### src/rtl/fp_add_align_if.sv
//------------------------------------------------------------------------------
// Module   : fp_add_align_if
// Brief    : Operand-in / aligned-fields-out stream bundle for fp_add_align.
// Revision : 1.0  initial release
//------------------------------------------------------------------------------
`default_nettype none

interface fp_add_align_if #(
   parameter int EXP_W = 8,
   parameter int MAN_W = 23
);
   localparam int WORD_W = EXP_W + MAN_W + 1;
   localparam int SIG_W  = MAN_W + 1;

   // operand pair stream
   logic              in_valid;
   logic              in_ready;
   logic [WORD_W-1:0] in_a;
   logic [WORD_W-1:0] in_b;
   logic              in_sub;

   // aligned result stream
   logic              out_valid;
   logic              out_ready;
   logic [SIG_W-1:0]  out_x;
   logic [SIG_W-1:0]  out_y;
   logic [2:0]        out_grs;
   logic [EXP_W-1:0]  out_exp;
   logic              out_sign;
   logic              out_eff_sub;
   logic              out_bypass;
   logic [WORD_W-1:0] out_bypass_val;

   // producer of operands / consumer of results
   modport master (
      output in_valid, in_a, in_b, in_sub, out_ready,
      input  in_ready, out_valid, out_x, out_y, out_grs, out_exp,
             out_sign, out_eff_sub, out_bypass, out_bypass_val
   );

   // the alignment block itself
   modport slave (
      input  in_valid, in_a, in_b, in_sub, out_ready,
      output in_ready, out_valid, out_x, out_y, out_grs, out_exp,
             out_sign, out_eff_sub, out_bypass, out_bypass_val
   );
endinterface

`default_nettype wire

### src/rtl/fp_add_align.sv
//------------------------------------------------------------------------------
// Module   : fp_add_align
// Brief    : FP add/sub front end. Unpacks two binary32 operands, orders them
//            by magnitude and right-aligns the smaller significand with
//            guard/round/sticky. Two-stage valid/ready pipeline.
// Revision : 1.0  initial release
//------------------------------------------------------------------------------
`default_nettype none

module fp_add_align #(
   parameter int EXP_W = 8,
   parameter int MAN_W = 23
) (
   input  logic         clk,
   input  logic         rst_n,
   fp_add_align_if.slave bus
);
   localparam int WORD_W = EXP_W + MAN_W + 1;
   localparam int SIG_W  = MAN_W + 1;
   localparam int EXT_W  = SIG_W + 3;
   // shift distance from which the whole significand lands in sticky
   localparam logic [EXP_W-1:0] SHIFT_ALL = EXP_W'(SIG_W + 2);
   localparam logic [WORD_W-1:0] QNAN = {1'b0, {EXP_W{1'b1}}, 1'b1, {(MAN_W-1){1'b0}}};

   // ---------------- stage 1 combinational: unpack, compare, swap ----------
   logic [EXP_W-1:0] w_exp_a, w_exp_b, w_ea, w_eb, w_d;
   logic [SIG_W-1:0] w_sig_a, w_sig_b;
   logic             w_sign_a, w_sign_b, w_a_big, w_eq_mag;
   logic             w_nan_a, w_nan_b, w_inf_a, w_inf_b;
   logic             w_bypass;
   logic [WORD_W-1:0] w_bypass_val;
   logic             w_s1_en, w_s2_en;

   assign w_exp_a  = bus.in_a[WORD_W-2 -: EXP_W];
   assign w_exp_b  = bus.in_b[WORD_W-2 -: EXP_W];
   assign w_sign_a = bus.in_a[WORD_W-1];
   assign w_sign_b = bus.in_b[WORD_W-1] ^ bus.in_sub;
   // denormals (and zero) have no hidden bit and behave as exponent 1
   assign w_ea     = (w_exp_a == '0) ? EXP_W'(1) : w_exp_a;
   assign w_eb     = (w_exp_b == '0) ? EXP_W'(1) : w_exp_b;
   assign w_sig_a  = {|w_exp_a, bus.in_a[MAN_W-1:0]};
   assign w_sig_b  = {|w_exp_b, bus.in_b[MAN_W-1:0]};
   assign w_a_big  = (w_ea > w_eb) || ((w_ea == w_eb) && (w_sig_a >= w_sig_b));
   assign w_eq_mag = (w_ea == w_eb) && (w_sig_a == w_sig_b);
   assign w_d      = w_a_big ? (w_ea - w_eb) : (w_eb - w_ea);

   assign w_nan_a  = (&w_exp_a) && (|bus.in_a[MAN_W-1:0]);
   assign w_nan_b  = (&w_exp_b) && (|bus.in_b[MAN_W-1:0]);
   assign w_inf_a  = (&w_exp_a) && !(|bus.in_a[MAN_W-1:0]);
   assign w_inf_b  = (&w_exp_b) && !(|bus.in_b[MAN_W-1:0]);

   // special-case result selection; NaN and inf-inf dominate single infinities
   always_comb begin
      w_bypass     = 1'b1;
      w_bypass_val = '0;
      if (w_nan_a || w_nan_b || (w_inf_a && w_inf_b && (w_sign_a != w_sign_b))) begin
         w_bypass_val = QNAN;
      end else if (w_inf_a) begin
         w_bypass_val = {w_sign_a, {EXP_W{1'b1}}, {MAN_W{1'b0}}};
      end else if (w_inf_b) begin
         w_bypass_val = {w_sign_b, {EXP_W{1'b1}}, {MAN_W{1'b0}}};
      end else begin
         w_bypass = 1'b0;
      end
   end

   // ---------------- handshake ---------------------------------------------
   logic r1_valid, r2_valid;

   assign w_s2_en      = ~r2_valid | bus.out_ready;
   assign w_s1_en      = ~r1_valid | w_s2_en;
   assign bus.in_ready = w_s1_en;

   // ---------------- stage 1 registers --------------------------------------
   logic [SIG_W-1:0]  r1_x, r1_small;
   logic [EXP_W-1:0]  r1_exp, r1_d;
   logic              r1_sign, r1_eff_sub, r1_bypass;
   logic [WORD_W-1:0] r1_bypass_val;

   // capture the ordered operand pair; bypass pairs carry zeroed data fields
   always_ff @(posedge clk or negedge rst_n) begin
      if (!rst_n) begin
         r1_valid      <= 1'b0;
         r1_x          <= '0;
         r1_small      <= '0;
         r1_exp        <= '0;
         r1_d          <= '0;
         r1_sign       <= 1'b0;
         r1_eff_sub    <= 1'b0;
         r1_bypass     <= 1'b0;
         r1_bypass_val <= '0;
      end else if (w_s1_en) begin
         r1_valid <= bus.in_valid;
         if (bus.in_valid) begin
            r1_bypass     <= w_bypass;
            r1_bypass_val <= w_bypass_val;
            if (w_bypass) begin
               r1_x       <= '0;
               r1_small   <= '0;
               r1_exp     <= '0;
               r1_d       <= '0;
               r1_sign    <= 1'b0;
               r1_eff_sub <= 1'b0;
            end else begin
               r1_x       <= w_a_big ? w_sig_a : w_sig_b;
               r1_small   <= w_a_big ? w_sig_b : w_sig_a;
               r1_exp     <= w_a_big ? w_ea : w_eb;
               r1_d       <= w_d;
               r1_eff_sub <= w_sign_a ^ w_sign_b;
               // exact cancellation yields +0
               r1_sign    <= ((w_sign_a != w_sign_b) && w_eq_mag) ? 1'b0
                             : (w_a_big ? w_sign_a : w_sign_b);
            end
         end
      end
   end

   // ---------------- stage 2 combinational: barrel shift + sticky ------------
   logic [EXT_W-1:0] w_ext, w_shifted, w_lost_mask;
   logic [SIG_W-1:0] w_y;
   logic [2:0]       w_grs;

   assign w_ext = {r1_small, 3'b000};

   // right-align the smaller significand; everything past round folds into sticky
   always_comb begin
      w_shifted   = '0;
      w_lost_mask = '0;
      w_y         = '0;
      w_grs       = 3'b000;
      if (r1_d >= SHIFT_ALL) begin
         w_grs = {2'b00, |r1_small};
      end else begin
         w_shifted   = w_ext >> r1_d;
         w_lost_mask = ~({EXT_W{1'b1}} << r1_d);
         w_y         = w_shifted[EXT_W-1:3];
         w_grs       = {w_shifted[2], w_shifted[1], w_shifted[0] | (|(w_ext & w_lost_mask))};
      end
   end

   // ---------------- stage 2 registers (drive the outputs) -------------------
   logic [SIG_W-1:0]  r2_x, r2_y;
   logic [2:0]        r2_grs;
   logic [EXP_W-1:0]  r2_exp;
   logic              r2_sign, r2_eff_sub, r2_bypass;
   logic [WORD_W-1:0] r2_bypass_val;

   // output register; holds while the consumer stalls
   always_ff @(posedge clk or negedge rst_n) begin
      if (!rst_n) begin
         r2_valid      <= 1'b0;
         r2_x          <= '0;
         r2_y          <= '0;
         r2_grs        <= '0;
         r2_exp        <= '0;
         r2_sign       <= 1'b0;
         r2_eff_sub    <= 1'b0;
         r2_bypass     <= 1'b0;
         r2_bypass_val <= '0;
      end else if (w_s2_en) begin
         r2_valid <= r1_valid;
         if (r1_valid) begin
            r2_x          <= r1_x;
            r2_y          <= w_y;
            r2_grs        <= w_grs;
            r2_exp        <= r1_exp;
            r2_sign       <= r1_sign;
            r2_eff_sub    <= r1_eff_sub;
            r2_bypass     <= r1_bypass;
            r2_bypass_val <= r1_bypass_val;
         end
      end
   end

   assign bus.out_valid      = r2_valid;
   assign bus.out_x          = r2_x;
   assign bus.out_y          = r2_y;
   assign bus.out_grs        = r2_grs;
   assign bus.out_exp        = r2_exp;
   assign bus.out_sign       = r2_sign;
   assign bus.out_eff_sub    = r2_eff_sub;
   assign bus.out_bypass     = r2_bypass;
   assign bus.out_bypass_val = r2_bypass_val;

endmodule

`default_nettype wire

### src/flat_wrapper.sv
// flat-port wrapper written by rule: the top's interface ports become plain ports
module fp_add_align_flat 
#(
   parameter int EXP_W = 8,
   parameter int MAN_W = 23
)
  (clk, rst_n, bus_in_valid, bus_in_a, bus_in_b, bus_in_sub, bus_out_ready, bus_in_ready, bus_out_valid, bus_out_x, bus_out_y, bus_out_grs, bus_out_exp, bus_out_sign, bus_out_eff_sub, bus_out_bypass, bus_out_bypass_val);
  fp_add_align_if #(.EXP_W(EXP_W), .MAN_W(MAN_W)) bus_i ();
  input  logic clk;
  input  logic rst_n;
  input wire logic [$bits(bus_i.in_valid)-1:0] bus_in_valid;
  input wire logic [$bits(bus_i.in_a)-1:0] bus_in_a;
  input wire logic [$bits(bus_i.in_b)-1:0] bus_in_b;
  input wire logic [$bits(bus_i.in_sub)-1:0] bus_in_sub;
  input wire logic [$bits(bus_i.out_ready)-1:0] bus_out_ready;
  output wire logic [$bits(bus_i.in_ready)-1:0] bus_in_ready;
  output wire logic [$bits(bus_i.out_valid)-1:0] bus_out_valid;
  output wire logic [$bits(bus_i.out_x)-1:0] bus_out_x;
  output wire logic [$bits(bus_i.out_y)-1:0] bus_out_y;
  output wire logic [$bits(bus_i.out_grs)-1:0] bus_out_grs;
  output wire logic [$bits(bus_i.out_exp)-1:0] bus_out_exp;
  output wire logic [$bits(bus_i.out_sign)-1:0] bus_out_sign;
  output wire logic [$bits(bus_i.out_eff_sub)-1:0] bus_out_eff_sub;
  output wire logic [$bits(bus_i.out_bypass)-1:0] bus_out_bypass;
  output wire logic [$bits(bus_i.out_bypass_val)-1:0] bus_out_bypass_val;
  assign bus_i.in_valid = bus_in_valid;
  assign bus_i.in_a = bus_in_a;
  assign bus_i.in_b = bus_in_b;
  assign bus_i.in_sub = bus_in_sub;
  assign bus_i.out_ready = bus_out_ready;
  assign bus_in_ready = bus_i.in_ready;
  assign bus_out_valid = bus_i.out_valid;
  assign bus_out_x = bus_i.out_x;
  assign bus_out_y = bus_i.out_y;
  assign bus_out_grs = bus_i.out_grs;
  assign bus_out_exp = bus_i.out_exp;
  assign bus_out_sign = bus_i.out_sign;
  assign bus_out_eff_sub = bus_i.out_eff_sub;
  assign bus_out_bypass = bus_i.out_bypass;
  assign bus_out_bypass_val = bus_i.out_bypass_val;
  fp_add_align #(.EXP_W(EXP_W), .MAN_W(MAN_W)) u_core (.clk(clk), .rst_n(rst_n), .bus(bus_i));
endmodule
### config.mk
export PLATFORM = sky130hd
export DESIGN_NAME = fp_add_align_flat
export DESIGN_NICKNAME = d
export VERILOG_FILES = /design/src/rtl/fp_add_align_if.sv /design/src/rtl/fp_add_align.sv /design/src/flat_wrapper.sv
export SDC_FILE = /design/constraint.sdc
export NUM_CORES = 1
export LEC_CHECK = 0
export BUFFER_PORTS_ARGS = -buffer_cell sky130_fd_sc_hd__buf_4
export CAP_MARGIN = 20
export CORE_ASPECT_RATIO = 2
export CORE_MARGIN = 8
export CORE_UTILIZATION = 45
export DETAILED_ROUTE_END_ITERATION = 8
export GPL_TIMING_DRIVEN = 0
export PLACE_DENSITY = 0.73
export SLEW_MARGIN = 20
export SYNTH_ARGS = -nofsm -noshare
export SYNTH_HDL_FRONTEND = slang
export SYNTH_SLANG_ARGS = --single-unit
### constraint.sdc
create_clock -name clk -period 3.3 [get_ports clk]
set_input_delay 0.33 -clock clk [delete_from_list [all_inputs] [get_ports clk]]
set_output_delay 0.33 -clock clk [all_outputs]
set_load 0.02 [all_outputs]
# After elaboration in Yosys (flattened, before gate mapping)
# Index checks and enable logic that the tools add are counted.
[totals]
regBits = 195
input_bits = 69
out_inout_bits = 96
wordCells = 85
[classes]
n_addsub = 2
n_lt_le_gt_ge = 3
eq_ne = 3
shift = 2
mux = 22
n_bitwise = 9
n_reduce_logical = 26
[ops]
columns = ["cell", "n"]
rows = [
  ["24-bit 2-to-1 mux", 5],
  ["32-bit 2-to-1 mux", 3],
  ["8-bit 2-to-1 mux", 6],
  ["23-bit OR reduction", 2],
  ["27-bit AND", 1],
  ["27-bit NOT", 1],
  ["27-bit OR reduction", 1],
  ["27-bit by 8-bit left shift with 27-bit output (first input constant)", 1],
  ["27-bit by 8-bit >> shifter with 27-bit output", 1],
  ["24-bit equality test", 1],
  ["24-bit greater-or-equal comparator", 1],
  ["24-bit OR reduction", 1],
  ["8-bit logical NOT", 2],
  ["8-bit AND reduction", 2],
  ["8-bit OR reduction", 2],
  ["8-bit subtractor", 2],
  ["1-bit logical AND", 9],
  ["8-bit equality test", 1],
  ["8-bit by 5-bit greater-or-equal comparator with 1-bit output (second input constant)", 1],
  ["8-bit greater-than comparator", 1],
  ["1-bit 2-to-1 mux", 7],
  ["2-bit AND reduction", 2],
  ["1-bit logical OR", 3],
  ["3-bit 2-to-1 mux", 1],
  ["other kinds (5)", 10],
]

# Depth between registers and ports, before layout
# Gate-level depths: netlist (run 1).
[depth]
ltp_word = 8
depth_mapped = 17
depth_no_buf = 14

# Worst setup path after synthesis (run 1)
# No wires, ideal clock.
[synth_path]
path_type = "input to register"
from = "input bus_in_b[24]"
to = "register u_core.r1_d[7]"
setup_time_ps = 95
t_arrival_ps = 3064
t_required_ps = 3205
setup_slack_ps = 141
path_stages = 14
path_buffers = 1
cell_sequence = "or4_1 nor2_1 nor2_1 inv_1 ha_1 nand4_1 or2_1 a2111oi_2 o21ai_1 o32ai_2 buf_6 mux2_2 o31a_1 o31ai_1"
[synth_between]
elab_chain_len = 7
word_cells_on_any_way = 22
cone_classes = "2 x add/sub; 2 x order compare; 1 x eq/ne; 6 x mux; 11 x reduce/logical"
[synth_lines]
columns = ["element", "line", "rtl"]
rows = [
  ["start: declaration", "flat_wrapper.sv:13", "input wire logic [$bits(bus_i.in_b)-1:0] bus_in_b;"],
  ["branches (longest 6 deep; another with 24-bit greater-or-equal comparator)", "n/a", ""],
  ["8-bit 2-to-1 mux *", "fp_add_align.sv:97", "if (w_bypass) begin"],
  ["end signal: assignment", "fp_add_align.sv:108", "r1_d <= w_d;"],
  ["end: declaration", "fp_add_align.sv:76", "logic [EXP_W-1:0] r1_exp, r1_d;"],
]
# Every way passes the cells marked *.
# A chain may end at the register's enable or synchronous reset.

# Worst setup path after layout (run 1)
# Same ends and word-level chain as after synthesis.

==> results of run 1 <==
[power breakdown]
part | leakage [nW] | switching (mW) | internal, mW
registers | 1.73 | 0.276 | 1.96
logic | 3.28 | 1.65 | 0.900
clock network | 0.284 | 0.817 | 1.10
[metal layers]
metal  vias up  GRT usage (%)  part of all wire [%]
met2       438           54.4                    54
li1       4112              -                     -
met5         -              0                     0
met3       179           4.20                   4.9
met4         0           26.4                   9.6
met1      4320           26.3                    32
[cell type report]
type                       instances  area, um2
fill                            1874       8250
multi-input combinational        826       4820
sequential                       137       3430
timing repair buffer             150       1160
buffer                           106        556
clock buffer                      19        453
tap                              259        324
inverter                          43        161
clock inverter                    12        128
[sequential cells by signal (all words and copies together) (netlist names)]
signal and count:
u_core.bus.out_valid 1, u_core.bus.out_eff_sub 1, u_core.r1_x 24, u_core.r1_exp 8, u_core.r1_bypass_val 3, u_core.bus.out_x 24
u_core.bus.out_grs 3, u_core.bus.out_bypass_val 3, u_core.r1_d 8, u_core.bus.out_bypass 1, u_core.r1_sign 1, u_core.bus.out_exp 8
u_core.r1_valid 1, u_core.bus.out_y 24, u_core.bus.out_sign 1, u_core.r1_small 24, u_core.r1_eff_sub 1, u_core.r1_bypass 1
[through the flow]
stage	worst slack (ns)	cells	area (um2)	util, %	power, mW
finish	0.131	1552	11000	57.2	6.70
global placement	-0.735	1513	10300	53.3	4.70
CTS	0.0137	1547	10900	56.7	6.64
floorplan	0.141	1112	8890	-	3.68
global route	-0.00773	1552	11000	57.2	7.00
detailed placement	-0.771	1514	10300	53.5	4.72
[cell families after synthesis]
family / count (synthesis) / share of synthesized area (%)
flip-flops: 137 / 38.9
XOR/XNOR: 6 / 0.597
buffers and inverters: 149 / 8.11
AND/OR/NAND/NOR: 425 / 20.8
other: 1 / 0.0426
multiplexers: 60 / 7.40
adder cells (fa/ha/maj): 42 / 6.11
AO/OA/AOI/OAI: 271 / 18.0
[critical path, delay by kind of cell]
| kind | cells | cell delay (ns) |
|---|---|---|
| fa+ha+maj | 1 | 0.15 |
| buf+inv | 3 | 0.39 |
| mux | 1 | 0.36 |
| compound gates | 5 | 1.07 |
| simple gates | 5 | 1.19 |
[layout by cell type (no fill, tap or decap), drive strengths merged, types with 5 or more instances in the layout]
cell type	Yosys	final
nand2	238	238
buf	51	200
dfrtp	137	137
o21ai	111	111
a21oi	86	86
nor2	84	84
clkbuf	55	74
inv	41	49
mux2i	46	46
ha	39	39
nand3	23	23
conb	1	22
nor4	21	21
nor3	15	15
nand4	14	14
o22ai	11	11
mux2	11	11
a211oi	10	10
nand2b	8	8
a22o	6	6
o21a	6	6
o31ai	6	6
and2	5	5
[how the worst max path moves through the flow]
stage,from,endpoint,slack [ns],cells past startpoint
after floorplan,bus_in_b[24],u_core.r1_d[7],0.14,14
after global placement,bus_in_b[24],u_core.r1_d[7],-0.73,15
after detailed placement,bus_in_b[24],u_core.r1_d[7],-0.77,15
after CTS,bus_in_b[24],u_core.r1_d[7],0.01,15
after global routing,bus_in_b[24],u_core.r1_d[3],-0.008,16
final,bus_in_b[24],u_core.r1_d[7],0.13,15
[repair_timing]
action | CTS | global route
setup buffers | 1 | 5
endpoints found under the setup margin | 46 | 51
cloned | 0 | 0
gates resized for setup | 6 | 14
hold buffers | 1 | 0
pin swaps | 1 | 2
endpoints found under the hold margin | 62 | 0
==> impl_metrics.toml, run 1 <==
[floorplanning]
die_y_um = 214
dieWidth_um = 115
coreArea_um2 = 19300
initial_core_util_pct = 45.7
die_area_um2 = 24600
num_io_pins = 165
rows = 72

[sta]
tightest_slew_ns = 0.790
setup_viol = 0
drv_slew = 0
finalClockSkew_ns = 0.0104
max_clock_freq_mhz = 316
whs_ns = 0.106
fin_setup_tns_ns = 0
finalHoldViolCount = 0
max_slew_margin_pct = 47.3
fin_crit_sh_pct = 96.0
period_needed_ns = 3.17

[grt]
grt_max_degree = 76
grt_pass1_vias = 9361
track_usage_pct = 29.2
grt_pass1_wl_um = 53000
antenna_found_initial = 0
grt_overflow = 0

[clock_tree]
cts_root_buffer = "clkbuf_16"
tritoncts = "yes"
clockBufferDepth = 2
clk_pin_slew_ns = 0.06
clock_latency_ns = 0.44
htree_levels = 4
clock_sinks = 137
cts_made_buffers = 17

[place]
gp_congestion = 1.05
dp_hpwl_um = 27900
port-buffer-count = 142

[critical_path]
slowest_stage = "or4_4"
r2r_setup_slack_ns = 0.26
cp-start-kind = "primary input"
cp_data_arrival_time_ns = 3.50
reg2reg_to = "u_core.bus.out_y[3]"
worstSetupEndpointType = "register"
r2r_start = "u_core.r1_d[2]"
worst_ep_required_time_ns = 3.64
crit_chain = "buf_4, or4_4, nor2_4, nor2_1, inv_2, ha_4, nand4_1, or2_4, a2111oi_2, o21ai_1, o32ai_2, buf_6, mux2_2, o31a_1, o31ai_4"
r2r_cells = 8
cpPeakStageDelay_ns = 0.54
worst-path-max-fanout = 8
path_class = "primary input to register"

[detailed_routing]
via_per_inst = 5.83
vias = 9049
dr.pass1.iters = 5
drcViolationCount = 0
ant_nets = 0
drt_iter0_drc = 621
totalWireLength_um = 35100
wire_per_inst_um = 22.6

[yosys]
postSynthCellCount = 1091
syn-cell-area_um2 = 8810
synth_top_area_share_pct = 38.9
async_reset_ff_share_pct = 100
ys_seq_elements = 137
synth_flop_cell = "dfrtp_1"
yosysMostFrequentCell = "nand2_1"
synth_area_leaders = "dfrtp_1 39%, nand2_1 10%, ha_1 5.5%"
synth_edf_count = 0
yosysSeqAreaShare_pct = 38.9
yosys.area.top_type = "dfrtp_1"
yosysUniqueCellTypes = 63
syn_area_per_cell_um2 = 8.07
ys.warnings.count = 0
yosys-top-cells-count = "238 x nand2_1, 137 x dfrtp_1, 85 x a21oi_1"

[power]
p_leak_nw = 5.30
vdd_drop_max_v = 0.000305
cellPowerDensity_nw_per_um2 = 607

[worst_hold_path]
hold_depth = 2
hold_path_class = "primary input to register"
worstHoldStart = "bus_in_valid"
hold_end = "u_core.r1_valid"

[status]
outcome = "complete, no violations"

[final_layout]
syn_to_final_growth_pct = 25.2
diodes = 0
drive_gt1_share_pct = 19.9
layout.nets = 1391

[run]
maxCapViolations = 0
No activity file was read; power rests on OpenSTA's default activity.
==> run 2, diff against run 1 <==
clock period = 3.7 ns   (was 3.3 ns; I/O delays follow)
==> run 2 against run 1 <==
Effect of this change: via count is 0.77% lower; count of clock-buffer cells in the layout did not move; wire length down 0.22%; clock skew is 0.0012 ns higher; setup slack got worse by 0.026 ns; first-iteration DRC count is 3.4% lower; combinational power shrank 12%; critical endpoint is now u_core.r1_x[7]; largest cell class unchanged.
==> impl_metrics.toml, run 2 (same netlist as run 1, synthesis figures left out) <==
[final_layout]
stdcell_count = 1546
syn_to_final_growth_pct = 23.9
layout.nets = 1385
diodes = 0
drive_gt1_share_pct = 18.6
mostFrequentLayoutCell = "nand2_1"
nFillCells = 1892
final_cell_area_um2 = 10900
layout_common_cells = "238 x nand2_1, 171 x buf_4, 137 x dfrtp_1"

[sta]
setup_viol = 0
max_clock_freq_mhz = 278
max_slew_margin_pct = 47.7
fin_ws_ns = 0.105
drv_slew = 0
fin_setup_tns_ns = 0
fin_crit_sh_pct = 97.2
finalHoldViolCount = 0
period_needed_ns = 3.59
finalClockSkew_ns = 0.0116
tightest_slew_ns = 0.784

[floorplanning]
dieWidth_um = 115
coreArea_um2 = 19300
die_y_um = 214
initial_core_util_pct = 45.7
num_io_pins = 165
rows = 72
die_area_um2 = 24600

[place]
gp_congestion = 1.05
dp_hpwl_um = 27900
dpl_cell_area_um2 = 10300
place_ws_ns = -0.411
port-buffer-count = 142
dp.cells = 1514

[power]
p_leak_nw = 5.26
p_clk_share_pct = 28.7
cell_internal_pwr_mw = 3.52
switching_share_pct = 40.9
vdd_drop_max_v = 0.000269
total_power_mw = 5.95
cellPowerDensity_nw_per_um2 = 545
p_comb_share_pct = 37.7
p_sw_mw = 2.43
seqPwrFrac_pct = 33.6

[worst_hold_path]
hold_path_class = "primary input to register"

[clock_tree]
clock_latency_ns = 0.43
cts_root_buffer = "clkbuf_16"
htree_levels = 4
clock_sinks = 137
clk_pin_slew_ns = 0.06
cts_setup_buffers = 0
cts_made_buffers = 17
clockBufferDepth = 2
tritoncts = "yes"

[grt]
track_usage_pct = 29.0
grt_pass1_wl_um = 52800
antenna_found_initial = 0
grt_pass1_vias = 9337
grt_max_degree = 76
grt_overflow = 0

[critical_path]
cp-start-kind = "primary input"
worst_ep_required_time_ns = 3.99
slowest_stage = "or4_1"
cpPeakStageDelay_ns = 0.53
worstSetupEndpointType = "register"
crit_family = "simple AND/OR/NAND/NOR gates"
worst-path-max-fanout = 10
cp_data_arrival_time_ns = 3.89
crit_buf_inv = 5
crit_chain = "buf_4, or4_1, nor2_2, nor2_1, inv_1, ha_1, nand4_1, or2_1, a2111oi_2, o21ai_1, o32ai_2, buf_6, buf_6, buf_6, mux2i_1, o21ai_1"
crit_top_cell = "buf_6"
path_class = "primary input to register"

[status]
outcome = "complete, no violations"

[detailed_routing]
drcViolationCount = 0
via_per_inst = 5.81
vias = 8979
totalWireLength_um = 35100
wire_per_inst_um = 22.7
dr.pass1.iters = 5
drt_iter0_drc = 600
ant_nets = 0

[run]
maxCapViolations = 0
-- run 2: cell types whose count changed in the layout (fill, tap and decap cells not counted), moves of 2 or more --
cell	change
buf_4	-6
nor4_1	+3
nor4_2	-3
clkbuf_1	+2
clkbuf_2	-2
-- run 2: repair_timing --
action,CTS,global route
hold buffers,1,0
endpoints found under the hold margin,62,0
gates resized for setup,0,3
endpoints found under the setup margin,0,15
-- run 2: path summary, 6_finish.rpt --
path | start | end | slack, ns | cells after the start
hold reg to reg | u_core.r1_x[12] | u_core.bus.out_x[12] | 0.47 | 2
max in group asynchronous | rst_n | u_core.bus.out_valid | 2.51 | 3
hold / removal | bus_in_valid | u_core.r1_valid | 0.15 | 2
min in group asynchronous | rst_n | u_core.bus.out_x[12] | 0.45 | 2
setup / recovery | bus_in_b[24] | u_core.r1_x[7] | 0.11 | 16
setup reg to reg | u_core.r1_d[1] | u_core.bus.out_grs[1] | 0.45 | 10
-- run 2: metrics by stage --
stage | hold WS (ns) | utilization (%)
2_1_floorplan | 0.0744 | -
3_3_place_gp | 0.449 | 53.3
3_5_place_dp | 0.336 | 53.5
4_1_cts | 0.148 | 56.5
5_1_grt | 0.166 | 56.6
6_report | 0.148 | 56.6
-- run 2: layout make-up --
type,count,area [um2],area share [%]
Multi-Input combinational cell,826,4750,43.6
Sequential cell,137,3430,31.4
Timing Repair Buffer,144,1110,10.2
Buffer,106,553,5.07
Clock buffer,19,453,4.15
Tap cell,259,324,2.97
Inverter,43,161,1.48
Clock inverter,12,128,1.17
-- run 2: power groups by stage --
stage | Sequential (mW) | Combinational (mW) | Clock [mW]
after floorplan | 2.07 | 1.21 | 0
after global placement | 2.01 | 2.18 | 0
after detailed placement | 2.02 | 2.20 | 0
after CTS | 1.99 | 2.21 | 1.72
after global routing | 2.03 | 2.41 | 1.78
final | 2.00 | 2.24 | 1.71
-- run 2: layer usage --
metal | wire, um | part of all wire (%) | vias to the layer above | GRT usage, %
met3 | 1710 | 4.9 | 172 | 4.26
met2 | 19000 | 54 | 414 | 54.3
met4 | 3230 | 9.2 | 0 | 26.3
li1 | - | - | 4107 | -
met1 | 11100 | 32 | 4286 | 26.1
met5 | 0 | 0 | - | 0
==> run 3, diff against run 2 <==
MAX_ROUTING_LAYER = met4   (was default)
SETUP_SLACK_MARGIN = 0.3   (was default)
SLEW_MARGIN = 30   (was 20)
==> run 3 against run 2 <==
Effect of this change: global-route usage up 0.71 points; critical endpoint is now u_core.r1_d[7]; worst hold slack got worse by 0.0075 ns; utilization increased by 0.13 points; wire length about the same; clock power is 4% lower; maximum frequency increased by 9.8%; largest power group unchanged.
==> impl_metrics.toml, run 3 (same netlist as run 1, synthesis figures left out) <==
[final_layout]
layout.nets = 1388
final_cell_area_um2 = 10900
diodes = 0
layout_common_cells = "238 x nand2_1, 175 x buf_4, 137 x dfrtp_1"
seqCellArea_um2 = 3430
drive_gt1_share_pct = 19.1
nFillCells = 1930
mostFrequentLayoutCell = "nand2_1"
syn_to_final_growth_pct = 24.2
multi_input_area_um2 = 4780

[critical_path]
worstSetupEndpointType = "register"
worst-path-max-fanout = 8
path_class = "primary input to register"
cp-start-kind = "primary input"
cp_data_arrival_time_ns = 3.61
worst_ep_required_time_ns = 4.03

[detailed_routing]
wire_per_inst_um = 22.7
dr.pass1.iters = 5
vias = 8870
via_per_inst = 5.73
ant_nets = 0
totalWireLength_um = 35100
drcViolationCount = 0
drt_iter0_drc = 564

[sta]
grt_setup_unrepaired = "no"
drv_slew = 0
finalHoldViolCount = 0
max_clock_freq_mhz = 305
tightest_slew_ns = 0.836
max_slew_margin_pct = 44.3
fin_crit_sh_pct = 88.5
finalClockSkew_ns = 0.00978
period_needed_ns = 3.27
setup_viol = 0

[grt]
antenna_found_initial = 0
grt_pass1_vias = 9319
grt_max_degree = 89
track_usage_pct = 29.8
grt_pass1_wl_um = 52600
grt_overflow = 0

[power]
cellPowerDensity_nw_per_um2 = 541
vdd_drop_max_v = 0.000369
total_power_mw = 5.91
p_leak_nw = 5.25

[status]
outcome = "complete, no violations"

[floorplanning]
rows = 72
coreArea_um2 = 19300
dieWidth_um = 115
num_io_pins = 165
die_y_um = 214
die_area_um2 = 24600
initial_core_util_pct = 45.7

[clock_tree]
clock_sinks = 137
cts_root_buffer = "clkbuf_16"
cts_made_buffers = 17
clk_pin_slew_ns = 0.06
htree_levels = 4
tritoncts = "yes"
clock_latency_ns = 0.43
clockBufferDepth = 2

[place]
gp_congestion = 1.03
dpl_cell_area_um2 = 10300
dp_hpwl_um = 28500
port-buffer-count = 142

[run]
maxCapViolations = 0

[worst_hold_path]
hold_path_class = "primary input to register"
## run 3: worst paths after layout
kind	start	to	slack [ns]	cells after the start
min reg2reg	u_core.r1_bypass	u_core.bus.out_bypass	0.47	2
max reg2reg	u_core.r1_d[1]	u_core.bus.out_grs[1]	0.44	10
min	bus_in_valid	u_core.r1_valid	0.14	2
min in group asynchronous	rst_n	u_core.r1_x[12]	0.44	2
max in group asynchronous	rst_n	u_core.bus.out_valid	2.47	3
max	bus_in_b[24]	u_core.r1_d[7]	0.43	15
## run 3: final cells by class
cell class,instances,share of cell area [%]
Clock inverter,11,1.06
Sequential cell,137,31.3
Tap cell,259,2.96
Timing Repair Buffer,147,10.4
Buffer,106,5.08
Multi-Input combinational cell,826,43.7
Inverter,43,1.48
Clock buffer,19,4.05
## run 3: repair_timing
action / CTS / global route
hold buffers: 1 / 0
hold endpoints to repair: 49 / 0
gates resized for setup: 9 / 2
cloned: 0 / 0
buffers inserted: 0 / 3
pin swaps: 0 / 3
endpoints found under the setup margin: 43 / 42
## run 3: metal layers
metal | share of wire [%] | GRT usage [%] | vias to the layer above
li1 | - | - | 4117
met1 | 33 | 26.3 | 4240
met2 | 56 | 55.5 | 370
met3 | 3.3 | 3.53 | 143
met4 | 7.9 | 23.3 | 0
met5 | 0 | - | -
## run 3: metrics by stage
| stage | hold slack [ns] | util [%] | setup TNS (ns) | instances | setup WS, ns |
|---|---|---|---|---|---|
| after floorplan | 0.0744 | - | 0 | 1112 | 0.501 |
| after global placement | 0.454 | 53.3 | -13.84 | 1513 | -0.451 |
| after detailed placement | 0.300 | 53.5 | -12.24 | 1514 | -0.430 |
| after CTS | 0.135 | 56.6 | 0 | 1545 | 0.316 |
| after global routing | 0.160 | 56.7 | 0 | 1548 | 0.310 |
| final | 0.140 | 56.7 | 0 | 1548 | 0.426 |
## run 3: critical path: stages
cell and delay [ns]:
buf_4 0.13, or4_1 0.57, nor2_4 0.14, nor2_1 0.07, inv_1 0.08, ha_1 0.18, nand4_1 0.16, or2_4 0.30
a2111oi_2 0.27, o21ai_1 0.14, o32ai_2 0.18, buf_6 0.18, mux2_2 0.36, o31a_1 0.25, o31ai_1 0.21
## run 3: where the power goes
part,switching (mW),internal (mW),leakage [nW]
Combinational,1.46,0.793,3.25
Clock,0.707,0.947,0.264
Sequential,0.255,1.75,1.73
Total,2.42,3.49,5.25
